===== config.mk =====
export PLATFORM = sky130hd
export DESIGN_NAME = cache_axi_bridge
export DESIGN_NICKNAME = d
export VERILOG_FILES = /design/src/rtl/cache_axi_bridge.sv
export SDC_FILE = /design/constraint.sdc
export NUM_CORES = 1
export LEC_CHECK = 0
export ABC_CLOCK_PERIOD_IN_PS = 2300
export CAP_MARGIN = 20
export CORE_AREA = 2 2 166 168
export CTS_CLUSTER_DIAMETER = 40
export DETAILED_ROUTE_END_ITERATION = 16
export DIE_AREA = 0 0 168 170
export PLACE_DENSITY = 0.73
export RECOVER_POWER = 100
export SLEW_MARGIN = 10
export SYNTH_ARGS = -nofsm -noshare
export SYNTH_HDL_FRONTEND = slang
export SYNTH_SLANG_ARGS = --single-unit

===== constraint.sdc =====
create_clock -name clk -period 2.3 [get_ports clk]
set_input_delay 0.345 -clock clk [delete_from_list [all_inputs] [get_ports clk]]
set_output_delay 0.345 -clock clk [all_outputs]
set_load 0.02 [all_outputs]

===== src/rtl/cache_axi_bridge.sv =====
// Bridges the cache miss/uncached port onto AXI4: one read and one write burst in flight,
// with reads to the line of an unfinished write held until its B response.
module cache_axi_bridge #(
    parameter int         WIDTH  = 16,
    parameter logic [3:0] AXI_ID = 4'd0
) (
    input  logic               clk,
    input  logic               reset,
    input  logic               rd_req,
    input  logic [2:0]         rd_type,
    input  logic [31:0]        rd_addr,
    output logic               rd_rdy,
    output logic               ret_valid,
    output logic               ret_last,
    output logic [31:0]        ret_data,
    input  logic               wr_req,
    input  logic [2:0]         wr_type,
    input  logic [31:0]        wr_addr,
    input  logic [3:0]         wr_wstrb,
    input  logic [WIDTH*8-1:0] wr_data,
    output logic               wr_rdy,
    output logic [3:0]         arid,
    output logic [31:0]        araddr,
    output logic [7:0]         arlen,
    output logic [2:0]         arsize,
    output logic [1:0]         arburst,
    output logic               arvalid,
    input  logic               arready,
    input  logic [3:0]         rid,
    input  logic [31:0]        rdata,
    input  logic [1:0]         rresp,
    input  logic               rlast,
    input  logic               rvalid,
    output logic               rready,
    output logic [3:0]         awid,
    output logic [31:0]        awaddr,
    output logic [7:0]         awlen,
    output logic [2:0]         awsize,
    output logic [1:0]         awburst,
    output logic               awvalid,
    input  logic               awready,
    output logic [31:0]        wdata,
    output logic [3:0]         wstrb,
    output logic               wlast,
    output logic               wvalid,
    input  logic               wready,
    input  logic [3:0]         bid,
    input  logic [1:0]         bresp,
    input  logic               bvalid,
    output logic               bready
);
    localparam int         BEATS    = WIDTH / 4;
    localparam int         CW       = (BEATS > 1) ? $clog2(BEATS) : 1;
    localparam int         LB       = $clog2(WIDTH);
    localparam logic [7:0] LINE_LEN = 8'(BEATS - 1);

    typedef enum logic [1:0] {R_IDLE, R_AR, R_DATA} rstate_t;
    typedef enum logic [1:0] {W_IDLE, W_AW, W_DATA, W_RESP} wstate_t;

    rstate_t            r_rstate;
    logic [31:0]        r_araddr;
    logic [7:0]         r_arlen;
    logic [2:0]         r_arsize;
    logic               r_arvalid;
    logic               r_rready;

    wstate_t            r_wstate;
    logic [31:0]        r_waddr;
    logic               r_wline;
    logic [7:0]         r_awlen;
    logic [2:0]         r_awsize;
    logic [3:0]         r_wstrb;
    logic [WIDTH*8-1:0] r_wbuf;
    logic [CW-1:0]      r_wcnt;
    logic               r_awvalid;
    logic               r_wvalid;
    logic               r_bready;

    logic               w_wpend;
    logic               w_wlast;
    logic [CW-1:0]      w_widx;
    logic               w_unused;

    assign w_unused = ^{rid, rresp, bid, bresp};

    // Hazard compare sees the buffer as it was before any write accepted this cycle.
    assign w_wpend = (r_wstate != W_IDLE);
    assign rd_rdy  = (r_rstate == R_IDLE) && !(w_wpend && (rd_addr[31:LB] == r_waddr[31:LB]));
    assign wr_rdy  = (r_wstate == W_IDLE);

    assign arid      = AXI_ID;
    assign araddr    = r_araddr;
    assign arlen     = r_arlen;
    assign arsize    = r_arsize;
    assign arburst   = 2'b01;
    assign arvalid   = r_arvalid;
    assign rready    = r_rready;
    assign ret_valid = r_rready && rvalid;
    assign ret_last  = r_rready && rvalid && rlast;
    assign ret_data  = rdata;

    assign w_wlast = (8'(r_wcnt) == r_awlen);
    assign w_widx  = r_wline ? r_wcnt : r_waddr[2 +: CW];

    assign awid    = AXI_ID;
    assign awaddr  = r_waddr;
    assign awlen   = r_awlen;
    assign awsize  = r_awsize;
    assign awburst = 2'b01;
    assign awvalid = r_awvalid;
    assign wdata   = r_wbuf[w_widx*32 +: 32];
    assign wstrb   = r_wline ? 4'hf : r_wstrb;
    assign wlast   = w_wlast;
    assign wvalid  = r_wvalid;
    assign bready  = r_bready;

    always_ff @(posedge clk) begin
        if (reset) begin
            r_rstate  <= R_IDLE;
            r_araddr  <= '0;
            r_arlen   <= '0;
            r_arsize  <= '0;
            r_arvalid <= 1'b0;
            r_rready  <= 1'b0;
        end else begin
            case (r_rstate)
                R_IDLE: if (rd_req && rd_rdy) begin
                    r_araddr  <= rd_addr;
                    r_arlen   <= (rd_type == 3'b100) ? LINE_LEN : 8'd0;
                    r_arsize  <= (rd_type == 3'b100) ? 3'b010 : {1'b0, rd_type[1:0]};
                    r_arvalid <= 1'b1;
                    r_rstate  <= R_AR;
                end
                R_AR: if (arready) begin
                    r_arvalid <= 1'b0;
                    r_rready  <= 1'b1;
                    r_rstate  <= R_DATA;
                end
                R_DATA: if (rvalid && rlast) begin
                    r_rready <= 1'b0;
                    r_rstate <= R_IDLE;
                end
                default: r_rstate <= R_IDLE;
            endcase
        end
    end

    always_ff @(posedge clk) begin
        if (reset) begin
            r_wstate  <= W_IDLE;
            r_waddr   <= '0;
            r_wline   <= 1'b0;
            r_awlen   <= '0;
            r_awsize  <= '0;
            r_wstrb   <= '0;
            r_wbuf    <= '0;
            r_wcnt    <= '0;
            r_awvalid <= 1'b0;
            r_wvalid  <= 1'b0;
            r_bready  <= 1'b0;
        end else begin
            case (r_wstate)
                W_IDLE: if (wr_req) begin
                    r_waddr   <= wr_addr;
                    r_wline   <= (wr_type == 3'b100);
                    r_awlen   <= (wr_type == 3'b100) ? LINE_LEN : 8'd0;
                    r_awsize  <= (wr_type == 3'b100) ? 3'b010 : {1'b0, wr_type[1:0]};
                    r_wstrb   <= wr_wstrb;
                    r_wbuf    <= wr_data;
                    r_wcnt    <= '0;
                    r_awvalid <= 1'b1;
                    r_wstate  <= W_AW;
                end
                W_AW: if (awready) begin
                    r_awvalid <= 1'b0;
                    r_wvalid  <= 1'b1;
                    r_wstate  <= W_DATA;
                end
                W_DATA: if (wready) begin
                    r_wcnt <= r_wcnt + 1'b1;
                    if (w_wlast) begin
                        r_wvalid <= 1'b0;
                        r_bready <= 1'b1;
                        r_wstate <= W_RESP;
                    end
                end
                W_RESP: if (bvalid) begin
                    r_bready <= 1'b0;
                    r_wstate <= W_IDLE;
                end
                default: r_wstate <= W_IDLE;
            endcase
        end
    end
endmodule


==> flow_metrics.env <==
export IMPL_final_util_pct=54.1
export IMPL_dieArea_um2=28600
export IMPL_critPathMaxStageDelay_ns=0.56
export IMPL_path_class="reg2out"
export IMPL_path_max_fanout=7
export IMPL_nets=1677
export IMPL_clkLatencyLatePin_ns=0.49
export IMPL_hold_depth=3
export IMPL_layout_drive_gt1_share_pct=14.6
export IMPL_reg2reg_from="r_wstate[0]$_SDFFE_PP0P_"
export IMPL_ys_async_sr_fraction_pct=0
export IMPL_final_common_cell="nand2_1"
export IMPL_first_global_vias=8601
export IMPL_grt_pass1_wl_um=45400
export IMPL_die_h_um=170
export IMPL_core_area_um2=26700
export IMPL_crit_required_ns=1.96
export IMPL_pin_count=432
export IMPL_fin_crit_sh_pct=109
export IMPL_rr_worst_depth=7
export IMPL_start_kind="flip-flop"
export IMPL_cts_buffers=34
export IMPL_synth_area_leaders="dfxtp_1 (45%), nand2_1 (13%), a21oi_1 (9.2%)"
export IMPL_clock_sinks=213
export IMPL_yosys_warnings=0
export IMPL_synth_top_cell_by_area="dfxtp_1"
export IMPL_ys_ff_latch=213
export IMPL_min_from="rd_addr[7]"
export IMPL_dpl_cell_area_um2=13000
export IMPL_cts_buffer_depth=3
export IMPL_p_per_area_nw_per_um2=1010
export IMPL_violations="max-capacitance violations, max-slew violations, negative setup slack"
export IMPL_first_pass_iters=4
export IMPL_fp_dieW_um=168
export IMPL_gp_congestion=0.837
export IMPL_cp_depth=5
export IMPL_maxCapViolCount=1
export IMPL_cp_cell_sequence="mux2i_4 > buf_12 > buf_16 > mux4_2 > buf_6"
export IMPL_worst_slew_margin_rel_pct=-11.7
export IMPL_routed_wl_um=29900
export IMPL_cts_tree="yes"
export IMPL_drt_initial_drc_count=390
export IMPL_rows=60
export IMPL_p_leak_nw=5.87
export IMPL_synth_area_um2=9470
export IMPL_cp_end_kind="output port"
export IMPL_fin_crit_ns=2.52
export IMPL_synth_area_per_cell_um2=8.56
export IMPL_syn_inst=1106
export IMPL_ant_nets=0
export IMPL_path_buf_inv=3
export IMPL_drc=0
export IMPL_vias_per_cell=4.87
export IMPL_path_delay_family="multiplexers"
export IMPL_via_count=8680
export IMPL_antenna_found_initial=2
export IMPL_min_path_type="in2reg"
export IMPL_fin_area_um2=14400
export IMPL_start_util_pct=35.5
export IMPL_wire_per_inst_um=16.8
export IMPL_port_buffers=329
export IMPL_cp_startpoint="awlen[0]$_SDFFE_PP0P_"
export IMPL_setup_viol_count_final=33
export IMPL_ys_flop_type="dfxtp_1"
export IMPL_worstMarginPinSlew_ns=1.68
export IMPL_worst_slack_ns=-0.215
export IMPL_globalRoute_totalOverflow=0
export IMPL_max_freq_mhz=398
export IMPL_area_delta_synth_final_pct=52.3
export IMPL_crit_slowest_cell="mux4_2"
export IMPL_htreeDepth=2
export IMPL_ys_seq_area_share_pct=45.0
export IMPL_clk_pin_slew_worst_paths_ns=0.05
export IMPL_grt_usage_pct=20.0
export IMPL_ir_worst_vdd_uv=625
export IMPL_grt_max_degree=99
export IMPL_cp_arrival_ns=2.17
export IMPL_ys_types=46
export IMPL_maxSlewViolCount=98
export IMPL_status="finished with violations"
export IMPL_final_cell_mix="nand2_1 (339), clkdlybuf4s50_1 (205), dfxtp_1 (200), a21oi_1 (175), dlygate4sd3_1 (79)"
export IMPL_dp_hpwl_um=21000
export IMPL_hold_viol_final=0
export IMPL_yosysTopAreaCellShare_pct=45.0
export IMPL_synth_edf_count=0
export IMPL_rsz0062_at_grt="yes"
export IMPL_root_buffer="clkbuf_16"
export IMPL_skew_ns=0.0159
-- sequential cells by signal (all words and copies together) (netlist names) --
register and flops:
araddr 32, arlen 1, arsize 2, arvalid 1
awaddr 32, awlen 1, awsize 2, awvalid 1
bready 1, r_rstate 2, r_wbuf 128, r_wcnt 2
r_wstate 2, r_wstrb 4, rready 1, wvalid 1
-- layout make-up --
| type | count | area, um^2 |
|---|---|---|
| clock buffers | 48 | 1030 |
| fillers | 2435 | 12200 |
| flip-flops and latches | 213 | 4290 |
| inverters | 5 | 18.8 |
| repair buffers | 388 | 3980 |
| clock inverters | 10 | 123 |
| well taps | 341 | 427 |
| diodes | 1 | 2.50 |
| multi-input cells | 775 | 4560 |
-- where the power goes --
group / internal [mW] / switching [mW] / total [mW]
Combinational: 2.19 / 2.56 / 4.75
Sequential: 4.36 / 0.403 / 4.76
Clock: 3.34 / 1.75 / 5.09
Total: 9.89 / 4.71 / 14.6
-- per-stage QoR --
stage | worst slack, ns | total power [mW] | hold WS, ns | setup TNS, ns | std cells
after floorplan | 0.0579 | 7.51 | 0.432 | 0 | 1130
after global placement | -0.521 | 9.40 | 0.437 | -18.18 | 1713
after detailed placement | -0.533 | 9.49 | 0.444 | -18.87 | 1713
after CTS | -0.270 | 14.9 | 0.299 | -6.28 | 1781
after global routing | -0.275 | 15.4 | 0.217 | -12.56 | 1780
final | -0.215 | 14.6 | 0.214 | -4.57 | 1781
-- path summary, 6_finish.rpt --
check                                  to  slack, ns
setup / recovery                wdata[16]      -0.22
hold / removal     araddr[7]$_SDFFE_PP0P_       0.21
setup reg to reg  awaddr[10]$_SDFFE_PP0P_       0.04
hold reg to reg   r_wstrb[0]$_SDFFE_PP0P_       0.45
-- logic make-up (layout without fill, tap and decap cells) --
kind of cell	count (synthesis)	in the layout	share of synthesized area, %
other	2	27	0.0793
and+or+nand+nor	454	454	20.6
AOI/OAI and AO/OA	193	193	10.7
DFF	213	213	45.0
muxes	70	70	11.6
adders and majority gates	4	4	0.528
buffers and inverters	142	451	8.82
xor gates and xnor gates	28	28	2.59
-- routing by layer --
layer | vias up | GRT usage, % | share of wire, %
li1 | 4199 | - | -
met1 | 4100 | 22.7 | 40
met2 | 326 | 36.3 | 50
met3 | 55 | 6.33 | 8.5
met4 | 0 | 5.52 | 2.3
met5 | - | 0 | 0
-- what timing repair did --
item                       4_1_cts  5_1_grt
setup endpoints to repair       34       33
pin swaps                       15        4
cloned                           3        0
resized for setup              238       11
setup buffers                    7        2
hold buffers                     0        0
-- tightest hold or removal path, stage by stage --
cell	delay, ns
dlymetal6s2s_1	0.15
nand2b_1	0.09
mux2i_1	0.06
-- synthesized netlist by cell type (3+ instances only) --
library cell,count
xor2_1,13
nand3_1,4
mux2i_1,37
clkbuf_1,61
nor2_1,16
buf_1,5
ha_1,4
buf_4,65
mux4_2,32
o211ai_1,3
dfxtp_1,213
nand4_1,4
or2_2,4
nor4_1,4
inv_1,5
buf_12,3
xnor2_1,15
nand2_1,340
nand2b_1,71
a21oi_1,175
o21ai_0,3
Power figures use the tool's default switching activity.
